`src/rtl/alu_seq_pkg.sv`:
```
// Shared state encodings and ALU opcode constants for the
// operand sequencer and its bench.
package alu_seq_pkg;

    localparam int STATE_W = 3;

    typedef enum logic [STATE_W-1:0] {
        S_LOAD_A  = 3'd0,
        S_LOAD_B  = 3'd1,
        S_LOAD_OP = 3'd2,
        S_EXEC    = 3'd3,
        S_DONE    = 3'd4
    } state_t;

    localparam logic [5:0] OP_ADD = 6'b100000;
    localparam logic [5:0] OP_SUB = 6'b100010;
    localparam logic [5:0] OP_AND = 6'b100100;
    localparam logic [5:0] OP_OR  = 6'b100101;
    localparam logic [5:0] OP_XOR = 6'b100110;
    localparam logic [5:0] OP_NOR = 6'b100111;
    localparam logic [5:0] OP_SRA = 6'b000011;
    localparam logic [5:0] OP_SRL = 6'b000010;

endpackage

```
`src/rtl/alu_operand_sequencer_btn_conditioner.sv`:
```
// Button path: 2-FF synchroniser, optional debouncer, rising-edge pulse.
// Debouncer is built only when ALU_SEQ_DEBOUNCE_EN is defined.
module btn_conditioner #(
    parameter int DEBOUNCE_CYCLES = 4
) (
    input  logic clk,
    input  logic rst_n,
    input  logic i_btn,
    output logic o_pulse
);

    logic sync_q1;
    logic sync_q2;
    logic level;
    logic level_q;

    always_ff @(posedge clk or negedge rst_n) begin
        if (!rst_n) begin
            sync_q1 <= 1'b0;
            sync_q2 <= 1'b0;
        end else begin
            sync_q1 <= i_btn;
            sync_q2 <= sync_q1;
        end
    end

`ifdef ALU_SEQ_DEBOUNCE_EN
    localparam int CNT_W = $clog2(DEBOUNCE_CYCLES + 1);

    logic [CNT_W-1:0] cnt;
    logic             filt;

    // Filtered level flips only after DEBOUNCE_CYCLES agreeing samples.
    always_ff @(posedge clk or negedge rst_n) begin
        if (!rst_n) begin
            cnt  <= '0;
            filt <= 1'b0;
        end else if (sync_q2 == filt) begin
            cnt <= '0;
        end else if (cnt == CNT_W'(DEBOUNCE_CYCLES - 1)) begin
            cnt  <= '0;
            filt <= sync_q2;
        end else begin
            cnt <= cnt + 1'b1;
        end
    end

    assign level = filt;
`else
    localparam int unused_dbc = DEBOUNCE_CYCLES;

    assign level = sync_q2;
`endif

    always_ff @(posedge clk or negedge rst_n) begin
        if (!rst_n) begin
            level_q <= 1'b0;
        end else begin
            level_q <= level;
        end
    end

    assign o_pulse = level & ~level_q;

endmodule

```
`src/rtl/alu_operand_sequencer.sv`:
```
// Loads A, B and opcode from one switch bank, runs one ALU
// evaluation and holds the result. Option: ALU_SEQ_DEBOUNCE_EN.
module alu_operand_sequencer
    import alu_seq_pkg::*;
#(
    parameter int DATA_W          = 8,
    parameter int OP_W            = 6,
    parameter int DEBOUNCE_CYCLES = 4
) (
    input  logic              clk,
    input  logic              rst_n,
    input  logic [DATA_W-1:0] i_sw,
    input  logic              i_btn_load,
    input  logic              i_btn_clear,
    output logic [DATA_W-1:0] o_alu_a,
    output logic [DATA_W-1:0] o_alu_b,
    output logic [OP_W-1:0]   o_alu_op,
    input  logic [DATA_W-1:0] i_alu_result,
    output logic [DATA_W-1:0] o_result,
    output logic              o_result_valid,
    output logic [2:0]        o_state
);

    logic ld_pulse;
    logic clr_pulse;

    btn_conditioner #(
        .DEBOUNCE_CYCLES(DEBOUNCE_CYCLES)
    ) u_load (
        .clk    (clk),
        .rst_n  (rst_n),
        .i_btn  (i_btn_load),
        .o_pulse(ld_pulse)
    );

    btn_conditioner #(
        .DEBOUNCE_CYCLES(DEBOUNCE_CYCLES)
    ) u_clear (
        .clk    (clk),
        .rst_n  (rst_n),
        .i_btn  (i_btn_clear),
        .o_pulse(clr_pulse)
    );

    state_t            state_q;
    state_t            state_n;
    logic [DATA_W-1:0] a_n;
    logic [DATA_W-1:0] b_n;
    logic [OP_W-1:0]   op_n;
    logic [DATA_W-1:0] res_n;
    logic              valid_n;

    always_ff @(posedge clk or negedge rst_n) begin
        if (!rst_n) begin
            state_q        <= S_LOAD_A;
            o_alu_a        <= '0;
            o_alu_b        <= '0;
            o_alu_op       <= '0;
            o_result       <= '0;
            o_result_valid <= 1'b0;
        end else begin
            state_q        <= state_n;
            o_alu_a        <= a_n;
            o_alu_b        <= b_n;
            o_alu_op       <= op_n;
            o_result       <= res_n;
            o_result_valid <= valid_n;
        end
    end

    // Clear outranks everything, so a coincident load is dropped.
    always_comb begin
        state_n = state_q;
        a_n     = o_alu_a;
        b_n     = o_alu_b;
        op_n    = o_alu_op;
        res_n   = o_result;
        valid_n = o_result_valid;
        if (clr_pulse) begin
            state_n = S_LOAD_A;
            a_n     = '0;
            b_n     = '0;
            op_n    = '0;
            res_n   = '0;
            valid_n = 1'b0;
        end else begin
            case (state_q)
                S_LOAD_A: begin
                    if (ld_pulse) begin
                        a_n     = i_sw;
                        state_n = S_LOAD_B;
                    end
                end
                S_LOAD_B: begin
                    if (ld_pulse) begin
                        b_n     = i_sw;
                        state_n = S_LOAD_OP;
                    end
                end
                S_LOAD_OP: begin
                    if (ld_pulse) begin
                        op_n    = i_sw[OP_W-1:0];
                        state_n = S_EXEC;
                    end
                end
                S_EXEC: begin
                    res_n   = i_alu_result;
                    valid_n = 1'b1;
                    state_n = S_DONE;
                end
                S_DONE: begin
                    if (ld_pulse) begin
                        valid_n = 1'b0;
                        a_n     = i_sw;
                        state_n = S_LOAD_B;
                    end
                end
                default: state_n = S_LOAD_A;
            endcase
        end
    end

    assign o_state = state_q;

endmodule

```
`config.mk`:
```
export PLATFORM = sky130hd
export DESIGN_NAME = alu_operand_sequencer
export DESIGN_NICKNAME = d
export VERILOG_FILES = /design/src/rtl/alu_seq_pkg.sv /design/src/rtl/alu_operand_sequencer_btn_conditioner.sv /design/src/rtl/alu_operand_sequencer.sv
export SDC_FILE = /design/constraint.sdc
export NUM_CORES = 1
export LEC_CHECK = 0
export CORE_UTILIZATION = 30
export CTS_BUF_LIST = sky130_fd_sc_hd__clkbuf_4
export DETAILED_ROUTE_END_ITERATION = 7
export HOLD_SLACK_MARGIN = 0.12
export PLACE_DENSITY_LB_ADDON = 0.25
export SYNTH_ARGS = -nofsm -noshare
export SYNTH_HDL_FRONTEND = slang
export SYNTH_SLANG_ARGS = --single-unit
export TNS_END_PERCENT = 5
```
`constraint.sdc`:
```
create_clock -name clk -period 4.6 [get_ports clk]
set_input_delay 0.46 -clock clk [delete_from_list [all_inputs] [get_ports clk]]
set_output_delay 0.46 -clock clk [all_outputs]
set_load 0.005 [all_outputs]
```
==> results.txt <==
Crit path buffers/inverters: 1
Final nets: 208
Top FF cell, synth: dfrtp_1
Post-synthesis adder-cell area fraction: 0%
Post-synth top area share: 59.3%
CTS Buf Count: 5
Post-synth cell types: 28
Main combinational cell family by area after synthesis: simple AND/OR/NAND/NOR gates
Share of cells above drive strength 1: 10.2%
# diodes: 0
Pleak: 1.10 nW
Delay-heaviest family, CP: buffers and inverters
Slowest cell delay on critical path: 0.57 ns
Clock buffer depth: 2
Worst Hold Class: in2async
Layout area overhead: 33.8%
Vias per inst: 4.66
#FFs+latches synth: 40
Post-CTS Setup Bufs: 0
Synth cell count leaders: 40 x dfrtp_1, 23 x mux2i_1, 22 x nand2_1
Initial antenna violation count: 0
Detailed placer's ending HPWL: 2.41 mm
Post-synthesis sequential area ratio: 59.3%
Routed Antenna Nets: 0
Final setup vio count: 0
Post-CTS sizing: 0
Simple logic cell fraction of the synthesized area: 16.2%
Clk slew on worst S/H paths: 0.10 ns
Root buf cell: clkbuf_4
Core footprint: 5270 µm²
Top cells by area, synth: dfrtp_1 59%, mux2i_1 14%, nand2_1 4.9%
Synth Area in Compound Gates: 5.86%
Post-synth ARST share: 100%
CP arrival: 1.45 ns
First-pass DRT Iterations: 4
Crit path cell chain: clkdlybuf4s50_1
Period utilisation layout: 41.5%
Grt total ovfl: 0
Syn_area_per_cell: 12.1 µm²
Min Tclk post-route: 1.91 ns
Post-synthesis mux area share: 13.6%
Clk_lat worst skew: 0.33 ns
H-tree depth: 2
CTS sink count: 40
I/O pin count: 54
Initial DRC Count: 46
GR Layer Usage met2: 19.8%
Fin. Hold Viols: 0
Gpl congestion: 0.704
Worst endpoint required time: 4.14 ns
DRT Wirelength: 3.47 mm
Worst VDD drop: 0.107 mV
Yosys Warn Count: 0
Synth area leader: dfrtp_1
Final Max Tran Viols: 0
Crit path max fanout: 12
XOR/XNOR share of the synthesized area: 0%
Post-synth EDFFs: 0
Tot GR Track Use: 12.7%
Chip width: 77.0 µm
R2R Setup Slk: 2.88 ns
Most frequent cell after synthesis: dfrtp_1
Wire per inst: 13.5 µm
GR peak layer: met2
Syn Nets: 159
CP Class: reg2out
Relative max-transition margin: 26.0%
GR Util met1: 15.7%
Fin util: 42.8%
Row Count: 26
Vias in the first global route: 1244
RSZ-0062 raised after global routing: no
Fmax: 524 MHz
Sum Neg Setup Slack: 0 ns
Via count: 1193
Port-buffer cells: 53
Largest net degree at the start of global routing: 41
Cells after Synth: 139
Max_cap viols: 0
DRC: 0
Hold-fix buffers, CTS: 0
Status: finished clean
Cell Pwr Density: 306 nW/µm²
Die area: 5930 µm²
Met3 GRT Util: 4.76%
Final Skew: 0.00647 ns
Cell Area, Synth: 1690 µm²
Die height: 77.0 µm
TritonCTS clock tree: built
Worst Tran Pin Value: 1.11 ns
First-pass GRT wire length: 5.85 mm
Initial Util: 32.0%
Critical path's slowest cell: clkdlybuf4s50_1
Startpoint class of the critical path: flop
CP endpoint kind: primary output
## state kept, by name, summed over array words and instances (netlist names)
register / cells
o_alu_a: 8
u_load.level_q: 1
u_load.level: 1
o_result_valid: 1
o_state: 3
u_load.sync_q1: 1
o_alu_b: 8
o_result: 8
u_clear.level: 1
u_clear.sync_q1: 1
u_clear.level_q: 1
o_alu_op: 6
## cell usage in the layout, fill, tap and decap left out
cell type,netlist,layout
a211o_1,1,1
a21oi_1,3,3
buf_2,3,1
clkbuf_4,0,5
clkdlybuf4s50_1,0,52
dfrtp_1,40,40
inv_1,1,1
mux2i_1,23,23
nand2_1,22,22
nand2b_1,1,1
nand2b_4,1,1
nand3_1,6,6
nand3_2,2,2
nand3b_1,1,1
nand4b_1,1,1
nor2_1,8,8
nor2b_1,1,1
nor3_1,2,2
nor3b_1,1,1
nor4_1,1,1
o21ai_0,1,1
o21ai_2,8,8
or4b_1,2,2
or4b_2,1,1
or4b_4,1,1
## stage by stage
step	setup WS [ns]	hold WS (ns)	total power [W]	instance area (µm²)	instances
finish	2.69	0.226	0.000691	2260	256
global route	2.58	0.296	0.000733	2260	256
CTS	2.65	0.252	0.000705	2260	256
detailed placement	2.84	0.336	0.000552	2220	251
global placement	2.93	0.333	0.000548	2220	251
floorplan	3.05	0.164	0.000472	1690	139
## final cells by class
class                   count  area [µm²]
fillers                   518        3010
flip-flops and latches     40        1000
multi-input cells          87         602
repair buffers             53         526
well taps                  70        87.6
clock buffers               5        37.5
inverters                   1        3.75
## power by group
| group | internal, W | total [W] | leakage (nW) | switching [W] |
|---|---|---|---|---|
| Combinational | 0.0000831 | 0.000139 | 0.545 | 0.0000563 |
| Clock | 0.0000511 | 0.000149 | 0.0230 | 0.0000974 |
| Sequential | 0.000380 | 0.000403 | 0.534 | 0.0000228 |
## path summary, 6_finish.rpt
path                            startpoint       endpoint  cells after the start
hold reg to reg            u_clear.sync_q1  u_clear.level                      0
max in group asynchronous            rst_n    o_result[3]                      1
setup / recovery                o_state[1]     o_state[1]                      1
setup reg to reg           u_clear.level_q     o_alu_b[0]                      3
hold / removal                       rst_n     o_alu_a[6]                      1
min in group clk           u_clear.sync_q1  u_clear.level                      0
## per-layer routing
metal	share of wire, %	vias up
met1	46	562
li1	-	575
met3	6.5	8
met2	46	48
met4	1.7	0
met5	0	-
## logic make-up (layout without fill, tap and decap cells)
logic type / after synthesis / in the layout
simple gates: 51 / 51
buf+inv: 12 / 59
mux: 23 / 23
flops: 40 / 40
compound gates: 13 / 13
Power figures use the tool's default switching activity.
